`src/rtl/cache_mux_types.sv`:
```
// Shared select encodings and controller state for the L2 cache datapath.
package cache_mux_types;

    localparam int unsigned L2_OFFSET_BITS = 5;

    typedef enum logic [1:0] {
        no_write,
        cpu_write_cache,
        mem_write_cache
    } dataarraymux_sel_t;

    typedef enum logic {
        cache_read_mem,
        cache_write_mem
    } pmemaddressmux_sel_t;

    typedef enum logic [2:0] {
        IDLE,
        COMPARE,
        WRITEBACK,
        FILL,
        INSTALL
    } l2_ctrl_state_t;

    // Index of the lowest set bit; 0 when no bit is set.
    function automatic logic [1:0] first_set(input logic [3:0] v);
        first_set = 2'd0;
        for (int i = 3; i >= 0; i--) begin
            if (v[i]) first_set = 2'(i);
        end
    endfunction

endpackage

```
`src/rtl/l2_plru.sv`:
```
// Per-set 3-bit tree pseudo-LRU state with combinational victim lookup.
module l2_plru #(
    parameter int unsigned s_index = 3
) (
    input  logic               clk,
    input  logic               rst,
    input  logic [s_index-1:0] index,
    input  logic               update,
    input  logic [1:0]         way,
    output logic [1:0]         plru_victim
);

    localparam int unsigned Sets = 2 ** s_index;

    // Bit 0 is the root (b0), bit 1 guards ways 0/1 (b1), bit 2 guards ways 2/3 (b2).
    logic [2:0] bits_q [Sets];
    logic [2:0] bits_d;
    logic [2:0] cur;

    always_comb begin
        cur    = bits_q[index];
        bits_d = cur;
        bits_d[0] = ~way[1];
        if (!way[1]) bits_d[1] = ~way[0];
        else         bits_d[2] = ~way[0];
        plru_victim = cur[0] ? {1'b1, cur[2]} : {1'b0, cur[1]};
    end

    always_ff @(posedge clk or negedge rst) begin
        if (!rst) begin
            for (int i = 0; i < Sets; i++) bits_q[i] <= '0;
        end else if (update) begin
            bits_q[index] <= bits_d;
        end
    end

endmodule

```
`src/rtl/l2_cache_control.sv`:
```
// Controller FSM for the 4-way L2 cache: hit resolution, dirty writeback, refill and install.
module l2_cache_control
    import cache_mux_types::*;
#(
    parameter int unsigned s_index  = 3,
    parameter int unsigned num_ways = 4
) (
    input  logic                clk,
    input  logic                rst,
    input  logic                mem_read,
    input  logic                mem_write,
    input  logic [31:0]         mem_address,
    output logic                mem_resp,
    output logic                pmem_read,
    output logic                pmem_write,
    input  logic                pmem_resp,
    input  logic                hit,
    input  logic [num_ways-1:0] way_hit,
    input  logic [num_ways-1:0] valid,
    input  logic [num_ways-1:0] dirty,
    output logic [num_ways-1:0] v_load,
    output logic [num_ways-1:0] v_datain,
    output logic [num_ways-1:0] d_load,
    output logic [num_ways-1:0] d_datain,
    output logic [num_ways-1:0] tag_load,
    output logic                memory_buffer_register_load,
    output dataarraymux_sel_t   write_en_MUX_sel [num_ways],
    output dataarraymux_sel_t   data_array_datain_MUX_sel [num_ways],
    output logic [1:0]          dataout_MUX_sel,
    output pmemaddressmux_sel_t pmem_address_MUX_sel
);

    l2_ctrl_state_t state_q, state_d;
    logic [1:0]     victim_q, victim_d;
    logic [1:0]     hit_way;
    logic [1:0]     plru_victim;
    logic           plru_update;
    logic           req;
    logic           unused_addr;

    assign req         = mem_read | mem_write;
    assign hit_way     = first_set(way_hit);
    assign unused_addr = ^{mem_address[31:L2_OFFSET_BITS+s_index],
                           mem_address[L2_OFFSET_BITS-1:0]};

    l2_plru #(
        .s_index(s_index)
    ) u_plru (
        .clk        (clk),
        .rst        (rst),
        .index      (mem_address[L2_OFFSET_BITS +: s_index]),
        .update     (plru_update),
        .way        (hit_way),
        .plru_victim(plru_victim)
    );

    always_comb begin
        state_d                     = state_q;
        victim_d                    = victim_q;
        plru_update                 = 1'b0;
        mem_resp                    = 1'b0;
        pmem_read                   = 1'b0;
        pmem_write                  = 1'b0;
        v_load                      = '0;
        v_datain                    = '0;
        d_load                      = '0;
        d_datain                    = '0;
        tag_load                    = '0;
        memory_buffer_register_load = 1'b0;
        dataout_MUX_sel             = victim_q;
        pmem_address_MUX_sel        = cache_read_mem;
        for (int w = 0; w < num_ways; w++) begin
            write_en_MUX_sel[w]          = no_write;
            data_array_datain_MUX_sel[w] = no_write;
        end

        unique case (state_q)
            IDLE: begin
                if (req) state_d = COMPARE;
            end
            COMPARE: begin
                if (!req) begin
                    state_d = IDLE;
                end else if (hit) begin
                    dataout_MUX_sel = hit_way;
                    mem_resp        = 1'b1;
                    plru_update     = 1'b1;
                    state_d         = IDLE;
                    // mem_write wins when both request lines are high.
                    if (mem_write) begin
                        write_en_MUX_sel[hit_way]          = cpu_write_cache;
                        data_array_datain_MUX_sel[hit_way] = cpu_write_cache;
                        d_load[hit_way]                    = 1'b1;
                        d_datain[hit_way]                  = 1'b1;
                    end
                end else begin
                    victim_d = (&valid) ? plru_victim : first_set(~valid);
                    state_d  = (valid[victim_d] && dirty[victim_d]) ? WRITEBACK : FILL;
                end
            end
            WRITEBACK: begin
                pmem_write           = 1'b1;
                pmem_address_MUX_sel = cache_write_mem;
                if (pmem_resp) state_d = FILL;
            end
            FILL: begin
                pmem_read = 1'b1;
                if (pmem_resp) begin
                    memory_buffer_register_load = 1'b1;
                    state_d                     = INSTALL;
                end
            end
            INSTALL: begin
                write_en_MUX_sel[victim_q]          = mem_write_cache;
                data_array_datain_MUX_sel[victim_q] = mem_write_cache;
                tag_load[victim_q]                  = 1'b1;
                v_load[victim_q]                    = 1'b1;
                v_datain[victim_q]                  = 1'b1;
                d_load[victim_q]                    = 1'b1;
                state_d                             = COMPARE;
            end
            default: state_d = IDLE;
        endcase
    end

    always_ff @(posedge clk or negedge rst) begin
        if (!rst) begin
            state_q  <= IDLE;
            victim_q <= '0;
        end else begin
            state_q  <= state_d;
            victim_q <= victim_d;
        end
    end

    onehot_way_hit_a: assert property (@(posedge clk) disable iff (!rst)
        (state_q == COMPARE && hit) |-> $onehot0(way_hit));

endmodule
```
`config.mk`:
```
export PLATFORM = sky130hd
export DESIGN_NAME = l2_cache_control
export DESIGN_NICKNAME = d
export VERILOG_FILES = /design/src/rtl/cache_mux_types.sv /design/src/rtl/l2_plru.sv /design/src/rtl/l2_cache_control.sv
export SDC_FILE = /design/constraint.sdc
export NUM_CORES = 1
export LEC_CHECK = 0
export CAP_MARGIN = 25
export CORE_UTILIZATION = 45
export DETAILED_ROUTE_END_ITERATION = 10
export PLACE_DENSITY = 0.86
export SLEW_MARGIN = 40
export SYNTH_ARGS = -nofsm -noshare
export SYNTH_HDL_FRONTEND = slang
export SYNTH_SLANG_ARGS = --single-unit
```
`constraint.sdc`:
```
create_clock -name clk -period 3.07 [get_ports clk]
set_input_delay 0.614 -clock clk [delete_from_list [all_inputs] [get_ports clk]]
set_output_delay 0.614 -clock clk [all_outputs]
set_load 0.01 [all_outputs]
```
* Word-level counts from Yosys, hierarchy flattened
Cells that the tools add are included.
** Word-level totals
- Bits in registers :: 29
- Logic and storage cells :: 106
- Output and inout bits :: 43
- Bits of input ports :: 50
** Cells by class
- Equal/unequal tests :: 7
- Reduce and logical (&&, ||, !) cells :: 10
- Bitwise operators :: 8
- Magnitude comparators :: 11
- Multiplexer cells :: 60
** Operators with widths (number)
- $mux 2 :: 20
- $bwmux 24 :: 1
- $mux 7 :: 3
- $mux 4 :: 5
- $mux 3 :: 6
- $pmux 8 s2 :: 1
- $pmux 3 s5 :: 1
- $mux 1 :: 14
- $bmux 3 s3 :: 1
- $demux 3 s3 :: 1
- $lt 2x3->1 const B :: 3
- $demux 2 s2 :: 2
- $pmux 4 s2 :: 1
- $eq 3x2->1 const B :: 2
- $ge 3x3->1 const B :: 2
- $logic_and 1x1->1 :: 6
- $lt 3x1->1 const B :: 2
- $ne 2x2->1 const B :: 3
- $not 2->3 :: 2
- $reduce_and 3->1 :: 2
- $bmux 1 s2 :: 2
- $demux 1 s2 :: 2
- $ge 2x1->1 const B :: 2
- $ge 4x4->1 const B :: 1
- 9 further kinds :: 11

* Depth between registers and ports, before layout
Gate-level depths: netlist of the first run.
- Depth after elaboration :: 16
- Gate-level depth with buffers :: 7
- Gate-level depth less buffers :: 6

* By module
From an unflattened synthesis of the first run, not the netlist that was laid out.
** Unflattened totals
- Cells, all modules :: 200
- Area, all modules :: 2026.9 um^2
** By module, submodules not included
- l2_plru :: seq. area each 600.6 um^2, area each 1308.8 um^2, instances 1, cells an instance 111
- l2_cache_control :: seq. area each 125.1 um^2, area each 718.2 um^2, instances 1, cells an instance 89

* Least setup slack after synthesis of the first run
No wires, ideal clock.
- Kind :: input -> register
- Start point :: input mem_address[5]
- End point :: register state_q[0]
- Data arrival time :: 2.150 ns
- Required time :: 2.983 ns
- Path slack :: 0.833 ns
- Stages :: 6
- Buffers on the path :: 1
- Cell sequence :: buf_6 > mux4_2 > mux2i_4 > mux2_4 > a31o_1 > a211oi_2
** On the way
- Cells in the longest elaborated chain, start to end :: 13
- Elaborated cells on any way between the ends :: 15
- Classes of those cells :: mux: 13; bitwise: 1; reduce/logical: 1
** Ends and longest elaborated chain
- start, declared :: line l2_cache_control.sv:12 : input logic [31:0] mem_address,
- $not 3->4 (implied by the code) (*) :: line l2_plru.sv:21 : cur = bits_q[index];
- $bmux 3 s3 (*) :: line l2_plru.sv:21
- $mux 3 (implied by the code) (*) (2 in series) :: line l2_plru.sv:21
- $mux 2 (*) :: line l2_plru.sv:26 : plru_victim = cur[0] ? {1'b1, cur[2]} : {1'b0, cur[1]};
- $mux 2 (*) :: line l2_cache_control.sv:97 : victim_d = (&valid) ? plru_victim : first_set(~valid);
- $bmux 1 s2 :: line l2_cache_control.sv:98 : state_d = (valid[victim_d] && dirty[victim_d]) ? WRITEBACK : FILL;
- $mux 1 (implied by the code) :: line l2_cache_control.sv:98
- $logic_and 1x1->1 (*) :: line l2_cache_control.sv:98
- $mux 1 (*) :: line l2_cache_control.sv:98
- $mux 2 (*) :: line l2_cache_control.sv:84 : end else if (hit) begin
- $mux 2 (*) :: line l2_cache_control.sv:82 : if (!req) begin
- $pmux 3 s5 (*) :: line l2_cache_control.sv:77 : unique case (state_q)
- end signal, assigned :: line l2_cache_control.sv:131 : state_q <= state_d;
- end, declared :: line l2_cache_control.sv:33 : l2_ctrl_state_t state_q, state_d;
Mark *: on every way between the ends. The rest lies on a longest branch, timed or not. The select of a mux whose other input is x is not followed.
A chain may end at the register's enable or synchronous reset.

* Worst setup path in the final report of the first run
- Start point :: input hit
- End point :: output d_load[1]
** On the way
- Cells in the longest elaborated chain, start to end :: 3
** Ends and longest elaborated chain
- start, declared :: line l2_cache_control.sv:17 : input logic hit,
- $mux 4 :: line l2_cache_control.sv:84
- $mux 4 :: line l2_cache_control.sv:82
- $pmux 4 s2 :: line l2_cache_control.sv:77
- end, declared :: line l2_cache_control.sv:23 : output logic [num_ways-1:0] d_load,
No other way between the ends.

==> results of run 1 <==
==> cell usage after synthesis (3+ instances only) <==
cell type  number
dfrtp_1        29
buf_4          18
mux2_2         18
nor2_1         11
nand3_1         7
and3_1          5
mux2_4          5
nor3_1          5
a21oi_1         4
buf_6           4
mux2_1          4
mux2i_1         4
mux4_1          4
nand2_1         4
or2_1           4
and2_1          3
and3b_1         3
buf_2           3
o21a_1          3
==> per-stage QoR <==
stage               total power [uW]  area (um2)  util, %  worst slack, ns
finish                          1660        2700     65.0            0.119
floorplan                       1110        2010        -            0.833
global route                    1770        2700     65.0          0.00267
CTS                             1680        2690     64.9           0.0159
global placement                1320        2600     62.8           0.0311
detailed placement              1350        2600     62.8           0.0188
==> worst max-delay path, delay by kind of cell <==
| family | cells | cell delay, ns |
|---|---|---|
| AND/OR/NAND/NOR | 4 | 0.73 |
| buffers and inverters | 2 | 0.99 |
==> worst paths after layout <==
kind                       slack (ns)              start  cells after the start                 to
setup / recovery                 0.12                hit                      6          d_load[1]
min in group asynchronous        0.71                rst                      2  u_plru.bits_q[13]
max in group asynchronous        2.09                rst                      2   u_plru.bits_q[1]
hold / removal                   0.49  u_plru.bits_q[18]                      1  u_plru.bits_q[18]
hold reg to reg                  0.49  u_plru.bits_q[18]                      1  u_plru.bits_q[18]
setup reg to reg                 1.00         state_q[2]                      7  u_plru.bits_q[10]
==> layout make-up <==
class,instances,area (um2)
Fill cell,333,1450
Tap cell,50,62.6
Multi-Input combinational cell,116,1070
Sequential cell,29,726
Timing Repair Buffer,76,731
Inverter,3,16.3
Clock buffer,7,86.3
==> state kept, by name, summed over array words and instances (netlist names) <==
name / cells
u_plru.bits_q: 24
victim_q: 2
state_q: 3
==> cells in the final DEF (no fill, tap or decap), types with 5 or more instances in the layout <==
| cell | Yosys | layout |
|---|---|---|
| clkdlybuf4s50_1 | 0 | 62 |
| dfrtp_1 | 29 | 29 |
| mux2_2 | 18 | 18 |
| buf_4 | 18 | 13 |
| nor2_1 | 11 | 11 |
| nand3_1 | 7 | 7 |
| clkbuf_8 | 0 | 6 |
| nor3_1 | 5 | 5 |
| and3_1 | 5 | 5 |
| mux2_4 | 5 | 5 |
==> power by group through the flow <==
| stage | Sequential, uW | Clock (uW) | Combinational, uW |
|---|---|---|---|
| floorplan | 590 | 0 | 518 |
| global placement | 642 | 0 | 679 |
| detailed placement | 650 | 0 | 703 |
| CTS | 645 | 322 | 708 |
| global route | 670 | 335 | 767 |
| finish | 650 | 312 | 702 |
==> routing by layer <==
metal  global-route usage [%]  share of wire, %  up-vias
li1                         -                 -      743
met1                     25.7                43      743
met2                     35.1                48       67
met3                     6.41               7.7        6
met4                     6.38               1.4        0
met5                        0                 0        -
==> cells by family after synthesis <==
logic type	Yosys count	synth area share [%]
xor gates and xnor gates	1	0.435
AOI/OAI and AO/OA	22	8.21
DFF	29	36.1
buffers and inverters	29	10.7
muxes	38	26.6
and+or+nand+nor	55	18.0
==> repair_timing <==
| action | in CTS | in global routing |
|---|---|---|
| hold endpoints to repair | 0 | 0 |
| setup endpoints to repair | 0 | 5 |
| gates resized for setup | 0 | 3 |
| buffers inserted | 0 | 0 |
| hold buffers | 0 | 0 |
==> flow_summary_export.csv, run 1 <==
group,metric,value,unit
global_route,grt_pass1_wl,7.11,mm
min_path,hp-class,"register to register",
final_layout,syn_to_final_growth,34.0,%
cts,clock_latency,0.28,ns
placed_design,place_congestion,0.779,
cts,path_clk_slew,0.05,ns
placed_design,dpl.cell_count,274,
critical_path,startpoint_type,"primary input",
sta,setup_viol,0,
power,sw_frac_of_total,32.6,%
sta,clock_skew,0.00365,ns
synthesis,syn-cell-area,0.00201,mm2
synthesis,ys.flop_type,"dfrtp_1",
sta,hold_ws,0.492,ns
power,leakagePower,0.00119,uW
final_layout,nets,281,
critical_path,path_cells,"clkdlybuf4s50_1, and4bb_1, and2_4, and3b_1, or2_1, clkdlybuf4s50_1",
floorplanning,row_count,23,
synthesis,synth.area.top_cells,"dfrtp_1 (36%), mux2_2 (10%), buf_4 (6.7%)",
sta,relSlewSlack,66.1,%
cts,cts_made_buffers,5,
route,wire_per_inst,15.7,um
route,ant_nets,0,
final_layout,fin_cells,281,
placed_design,io_buffers,63,
power,powerDensity,617,mW/mm2
power,power_frac_clock,18.8,%
critical_path,cp.arrival,2.34,ns
critical_path,worst_path_max_delay_cell,"clkdlybuf4s50_1",
route,vias,1559,
placed_design,dp_hpwl,3.38,mm
global_route,grt_pass1_vias,1466,
synthesis,synth_nets,224,
synthesis,ys_warn_count,0,
critical_path,endpoint_kind,"primary output",
route,dr.pass1.iters,4,
synthesis,synth_top_area_share,36.1,%
cts,h-tree-depth,2,
sta,rsz0062_at_grt,"false",
global_route,grt_remaining_overflow,0,
synthesis,synth.largest_area_cell,"dfrtp_1",
floorplanning,fp.dieW,68.9,um
floorplanning,core_area,0.00414,mm2
final_layout,diodes,0,
power,sequentialPowerShare,39.1,%
sta,fin_crit_sh,96.1,%
flow_run,maxCapViolations,0,
synthesis,synth-async-reset-ratio,100,%
cts,clock_path_buffers,2,
route,drcViolationCount,0,
global_route,grt.total_usage,20.9,%
critical_path,required,2.46,ns
critical_path,slowest_delay,0.52,ns
cts,cts_tree,"done",
synthesis,synth-seq-cells,29,
power,peakVddDrop,0.000315,V
sta,max_freq,339,MHz
floorplanning,dieArea,0.00474,mm2
final_layout,drive_above_1_share,25.1,%
sta,fin_crit,2.95,ns
power,power.internal,1120,uW
cts,cts.sinks,29,
power,p_sw,542,uW
global_route,grt_max_degree,30,
synthesis,synth_edf_count,0,
route,wl,4.42,mm
run_status,status,"complete, no violations",
critical_path,worstPathMaxFanout,8,
floorplanning,ios,93,
sta,hold_viol,0,
synthesis,avgSynthCellArea,11.6,um2
synthesis,ys_types,48,
floorplanning,initial_core_util,48.6,%
cts,clockRootBuffer,"clkbuf_8",
sta,tns,0,ns
critical_path,path_class,"primary input to primary output",
power,comb_power_share,42.2,%
synthesis,yosysSeqAreaShare,36.1,%
route,drt_iter0_drc,40,
sta,tightest_slew,0.502,ns
sta,drv_slew,0,
global_route,antenna_found_initial,0,
route,viasPerCell,5.55,
floorplanning,fp.dieH,68.9,um
critical_path,cpMostUsedCell,"clkdlybuf4s50_1",
synthesis,syn_inst,174,
(Power assumes the default switching activity.)
==> run 2, diff against run 1 <==
clock period = 3.6 ns   (was 3.07 ns; I/O delays follow)
==> flow_summary_export.csv, run 2 (synthesis gave the netlist of run 1 again) <==
group,metric,value,unit
run_status,status,"complete, no violations",
power,peakVddDrop,0.000287,V
sta,tns,0,ns
critical_path,cpMostUsedCell,"clkdlybuf4s50_1",
final_layout,drive_above_1_share,22.4,%
cts,path_clk_slew,0.06,ns
sta,relSlewSlack,54.1,%
floorplanning,core_area,0.00414,mm2
critical_path,path_cells,"clkdlybuf4s50_1, and4bb_1, and2_1, and3b_1, or2_1, clkdlybuf4s50_1",
placed_design,io_buffers,63,
placed_design,dp_hpwl,3.25,mm
critical_path,required,2.88,ns
route,wire_per_inst,15.2,um
global_route,grt.total_usage,19.8,%
global_route,grt_pass1_wl,6.62,mm
floorplanning,row_count,23,
final_layout,diodes,0,
cts,cts_tree,"done",
floorplanning,ios,93,
final_layout,nets,272,
final_layout,layout_commonest_cell,"clkdlybuf4s50_1",
final_layout,syn_to_final_growth,31.1,%
floorplanning,fp.dieH,68.9,um
critical_path,worst_path_max_delay_cell,"clkdlybuf4s50_1",
route,dr.pass1.iters,4,
critical_path,cp_top_family,"buffers and inverters",
final_layout,fill_cells,340,
power,comb_power_share,40.4,%
cts,clock_latency,0.29,ns
critical_path,slowest_delay,0.53,ns
final_layout,largest_reg_flops,24,
final_layout,top_register,"u_plru.bits_q",
sta,fin_crit_sh,92.3,%
power,sw_frac_of_total,32.3,%
power,p_sw,462,uW
global_route,grt_pass1_vias,1393,
cts,clock_path_buffers,2,
route,viasPerCell,5.53,
floorplanning,initial_core_util,48.6,%
critical_path,path_buf_inv,2,
power,powerDensity,542,mW/mm2
min_path,hp-class,"register to register",
route,ant_nets,0,
cts,cts_setup_buffers,0,
sta,max_freq,301,MHz
final_layout,top_regs,"u_plru.bits_q: 24 flops, state_q: 3 flops, victim_q: 2 flops",
sta,fin_crit,3.32,ns
power,sequentialPowerShare,38.7,%
cts,clockRootBuffer,"clkbuf_8",
cts,cts_made_buffers,5,
floorplanning,dieArea,0.00474,mm2
final_layout,seqCellArea,726,um2
sta,hold_viol,0,
route,vias,1509,
final_layout,mostFrequentLayoutCells,"clkdlybuf4s50_1 (63), dfrtp_1 (29), mux2_2 (18)",
critical_path,startpoint_type,"primary input",
sta,setup_viol,0,
global_route,use_met3,5.92,%
cts,h-tree-depth,2,
power,power.internal,969,uW
sta,drv_slew,0,
critical_path,cp.arrival,2.60,ns
sta,rsz0062_at_grt,"false",
power,leakagePower,0.00114,uW
sta,tightest_slew,0.686,ns
route,wl,4.16,mm
floorplanning,fp.dieW,68.9,um
route,drt_iter0_drc,39,
sta,hold_ws,0.497,ns
cts,cts.sinks,29,
flow_run,maxCapViolations,0,
global_route,top_usage_layer,"met2",
global_route,grt_max_degree,30,
global_route,grtUsageMet2,34.6,%
critical_path,worstPathMaxFanout,8,
sta,clock_skew,0.00668,ns
global_route,antenna_found_initial,0,
route,drcViolationCount,0,
cts,post_cts_resized,0,
power,power_frac_clock,20.8,%
global_route,use_met1,22.9,%
critical_path,path_class,"primary input to primary output",
critical_path,endpoint_kind,"primary output",
final_layout,multi_input_area,0.00107,mm2
global_route,grt_remaining_overflow,0,
cts,hold_buffers,0,
placed_design,place_congestion,0.748,
-- run 2: cell count changes in the layout (fill, tap and decap cells not counted) --
cell	before	now
dlymetal6s2s_1	1	0
and2_4	1	0
clkdlybuf4s50_1	62	63
clkbuf_8	6	7
clkbuf_1	1	0
and2_1	2	3
buf_4	13	4
clkinv_2	0	1
-- run 2: per-layer routing --
metal / up-vias / part of all wire, %
met3: 6 / 7.4
met4: 0 / 1.4
met1: 721 / 41
li1: 721 / -
met2: 61 / 50
met5: - / 0
-- run 2: power groups by stage --
stage                     Sequential, uW  Combinational [uW]  Clock, uW
after floorplan                      503                 442          0
after CTS                            553                 584        306
final                                554                 579        298
after global routing                 572                 630        320
after global placement               547                 567          0
after detailed placement             557                 581          0
-- run 2: through the flow --
| step | utilization [%] | cells | cell area (um2) | worst slack (ns) | power [uW] |
|---|---|---|---|---|---|
| after floorplan | - | 174 | 2010 | 1.23 | 945 |
| after global placement | 61.2 | 265 | 2540 | 0.305 | 1110 |
| after detailed placement | 61.2 | 265 | 2540 | 0.279 | 1140 |
| after CTS | 63.6 | 273 | 2640 | 0.272 | 1440 |
| after global routing | 63.6 | 273 | 2640 | 0.195 | 1520 |
| final | 63.6 | 273 | 2640 | 0.278 | 1430 |
-- run 2: area by class of cell --
type | instances | share of cell area [%]
multi-input cells | 116 | 40.6
flip-flops and latches | 29 | 27.5
repair buffers | 67 | 25.0
clock buffers | 7 | 3.65
well taps | 50 | 2.37
inverters | 3 | 0.617
clock inverters | 1 | 0.190
-- run 2: worst paths after layout --
path,start,to,slack [ns],cells after the start
worst max-delay path,hit,d_load[1],0.28,6
worst min-delay path,u_plru.bits_q[16],u_plru.bits_q[16],0.50,1
worst max register to register,state_q[1],u_plru.bits_q[16],1.64,6
worst min register to register,u_plru.bits_q[16],u_plru.bits_q[16],0.50,1
max in group asynchronous,rst,u_plru.bits_q[21],2.53,2
min in group asynchronous,rst,u_plru.bits_q[22],0.80,2
==> run 3, diff against run 2 <==
CORE_MARGIN = 2   (was default)
==> flow_summary_export.csv, run 3 (synthesis gave the netlist of run 1 again) <==
group,metric,value,unit
route,drcViolationCount,0,
route,dr.pass1.iters,4,
critical_path,reg2regPathDepth,6,
cts,hold_buffers,0,
sta,fin_crit,3.29,ns
final_layout,final_cell_area,0.00265,mm2
route,viasPerCell,5.55,
power,powerDensity,538,mW/mm2
route,wl,4.28,mm
final_layout,postLayoutCoreUtil,61.2,%
min_path,holdPathStages,1,
sta,rsz0062_at_grt,"false",
critical_path,ff2ff_setup_slack,1.61,ns
final_layout,layout_commonest_cell,"clkdlybuf4s50_1",
global_route,use_met1,21.2,%
route,wire_per_inst,15.5,um
cts,path_clk_slew,0.06,ns
sta,tns,0,ns
cts,cts.sinks,29,
global_route,antenna_found_initial,0,
final_layout,top_register,"u_plru.bits_q",
global_route,use_met3,5.41,%
cts,clock_latency,0.28,ns
global_route,top_usage_layer,"met2",
critical_path,worstReg2RegStart,"state_q[1]",
critical_path,worstPathMaxFanout,4,
cts,cts_setup_buffers,0,
critical_path,endpoint_kind,"primary output",
placed_design,place_area,0.00255,mm2
final_layout,top_regs,"u_plru.bits_q: 24 flops, state_q: 3 flops, victim_q: 2 flops",
min_path,hold_end,"u_plru.bits_q[12]",
sta,clock_skew,0.00408,ns
global_route,grt_pass1_wl,7.04,mm
final_layout,largest_reg_flops,24,
sta,hold_viol,0,
global_route,grt.total_usage,18.0,%
sta,relSlewSlack,60.2,%
power,leakagePower,0.00114,uW
cts,cts_tree,"done",
critical_path,path_class,"primary input to primary output",
min_path,hp-class,"register to register",
cts,h-tree-depth,2,
power,peakVddDrop,0.000289,V
critical_path,required,2.88,ns
sta,tightest_slew,0.592,ns
final_layout,drive_above_1_share,22.8,%
final_layout,mostFrequentLayoutCells,"clkdlybuf4s50_1 (63), dfrtp_1 (29), mux2_2 (18)",
placed_design,io_buffers,63,
final_layout,diodes,0,
route,drt_iter0_drc,36,
critical_path,cp.arrival,2.57,ns
global_route,grtUsageMet2,31.5,%
cts,clockRootBuffer,"clkbuf_8",
floorplanning,core_area,0.00432,mm2
critical_path,worstReg2RegEnd,"u_plru.bits_q[16]",
cts,clock_path_buffers,2,
floorplanning,ios,93,
sta,drv_slew,0,
route,vias,1533,
sta,max_freq,304,MHz
global_route,grt_pass1_vias,1496,
final_layout,fill_cells,366,
sta,final.setup.worst_slack,0.312,ns
global_route,grt_max_degree,30,
run_status,status,"complete, no violations",
placed_design,dp_hpwl,3.27,mm
final_layout,syn_to_final_growth,31.6,%
floorplanning,fp.dieH,70.9,um
floorplanning,dieArea,0.00502,mm2
sta,fin_crit_sh,91.3,%
min_path,min_from,"u_plru.bits_q[12]",
placed_design,place_worst_setup_slack,0.297,ns
flow_run,maxCapViolations,0,
floorplanning,fp.dieW,70.9,um
sta,setup_viol,0,
route,ant_nets,0,
critical_path,startpoint_type,"primary input",
cts,post_cts_resized,0,
floorplanning,row_count,24,
global_route,grt_remaining_overflow,0,
cts,cts_made_buffers,5,
placed_design,place_congestion,0.769,
final_layout,nets,273,
floorplanning,initial_core_util,46.5,%
-- run 3: cell count changes in the layout (fill, tap and decap cells not counted), sizes merged --
cell  change
buf       +1
-- run 3: worst max-delay path by stage --
stage | depth (start not counted) | slack [ns] | endpoint | startpoint
after detailed placement | 6 | 0.30 | d_load[1] | hit
after CTS | 6 | 0.30 | d_load[1] | hit
after floorplan | 5 | 1.23 | d_load[2] | hit
final | 6 | 0.31 | dataout_MUX_sel[0] | hit
after global placement | 6 | 0.32 | d_load[1] | hit
after global routing | 6 | 0.16 | d_load[1] | hit
-- run 3: area by class of cell --
type | instances | area (um2) | area share (%)
Clock buffer | 7 | 96.3 | 3.64
Clock inverter | 1 | 5.00 | 0.189
Multi-Input combinational cell | 116 | 1070 | 40.5
Tap cell | 52 | 65.1 | 2.46
Timing Repair Buffer | 68 | 668 | 25.2
Inverter | 3 | 16.3 | 0.614
Sequential cell | 29 | 726 | 27.4
-- run 3: worst max-delay path, stage by stage --
cell             delay [ns]
clkdlybuf4s50_1        0.50
and4bb_1               0.24
o21ai_2                0.12
or3_1                  0.37
o21ai_1                0.08
clkdlybuf4s50_1        0.55
-- run 3: routing by layer --
metal  wire length, um  vias to the layer above  share of wire [%]
met3               313                        9                7.3
met5                 0                        -                  0
met2              2130                       63                 50
li1                  -                      723                  -
met1              1770                      738                 41
met4                63                        0                1.5
-- run 3: report_power, final --
| group | switching (uW) | leakage (uW) | internal (uW) | total [uW] |
|---|---|---|---|---|
| sequential | 98.6 | 0.000374 | 457 | 555 |
| combinational | 236 | 0.000716 | 340 | 577 |
| clock | 119 | 0.0000542 | 172 | 291 |
| total | 454 | 0.00114 | 969 | 1420 |
-- run 3: stage by stage --
| step | hold WS (ns) | total power (uW) | instances |
|---|---|---|---|
| after detailed placement | 0.480 | 1140 | 268 |
| after floorplan | 0.424 | 945 | 174 |
| after global placement | 0.470 | 1120 | 268 |
| final | 0.495 | 1420 | 276 |
| after global routing | 0.513 | 1520 | 276 |
| after CTS | 0.493 | 1440 | 276 |
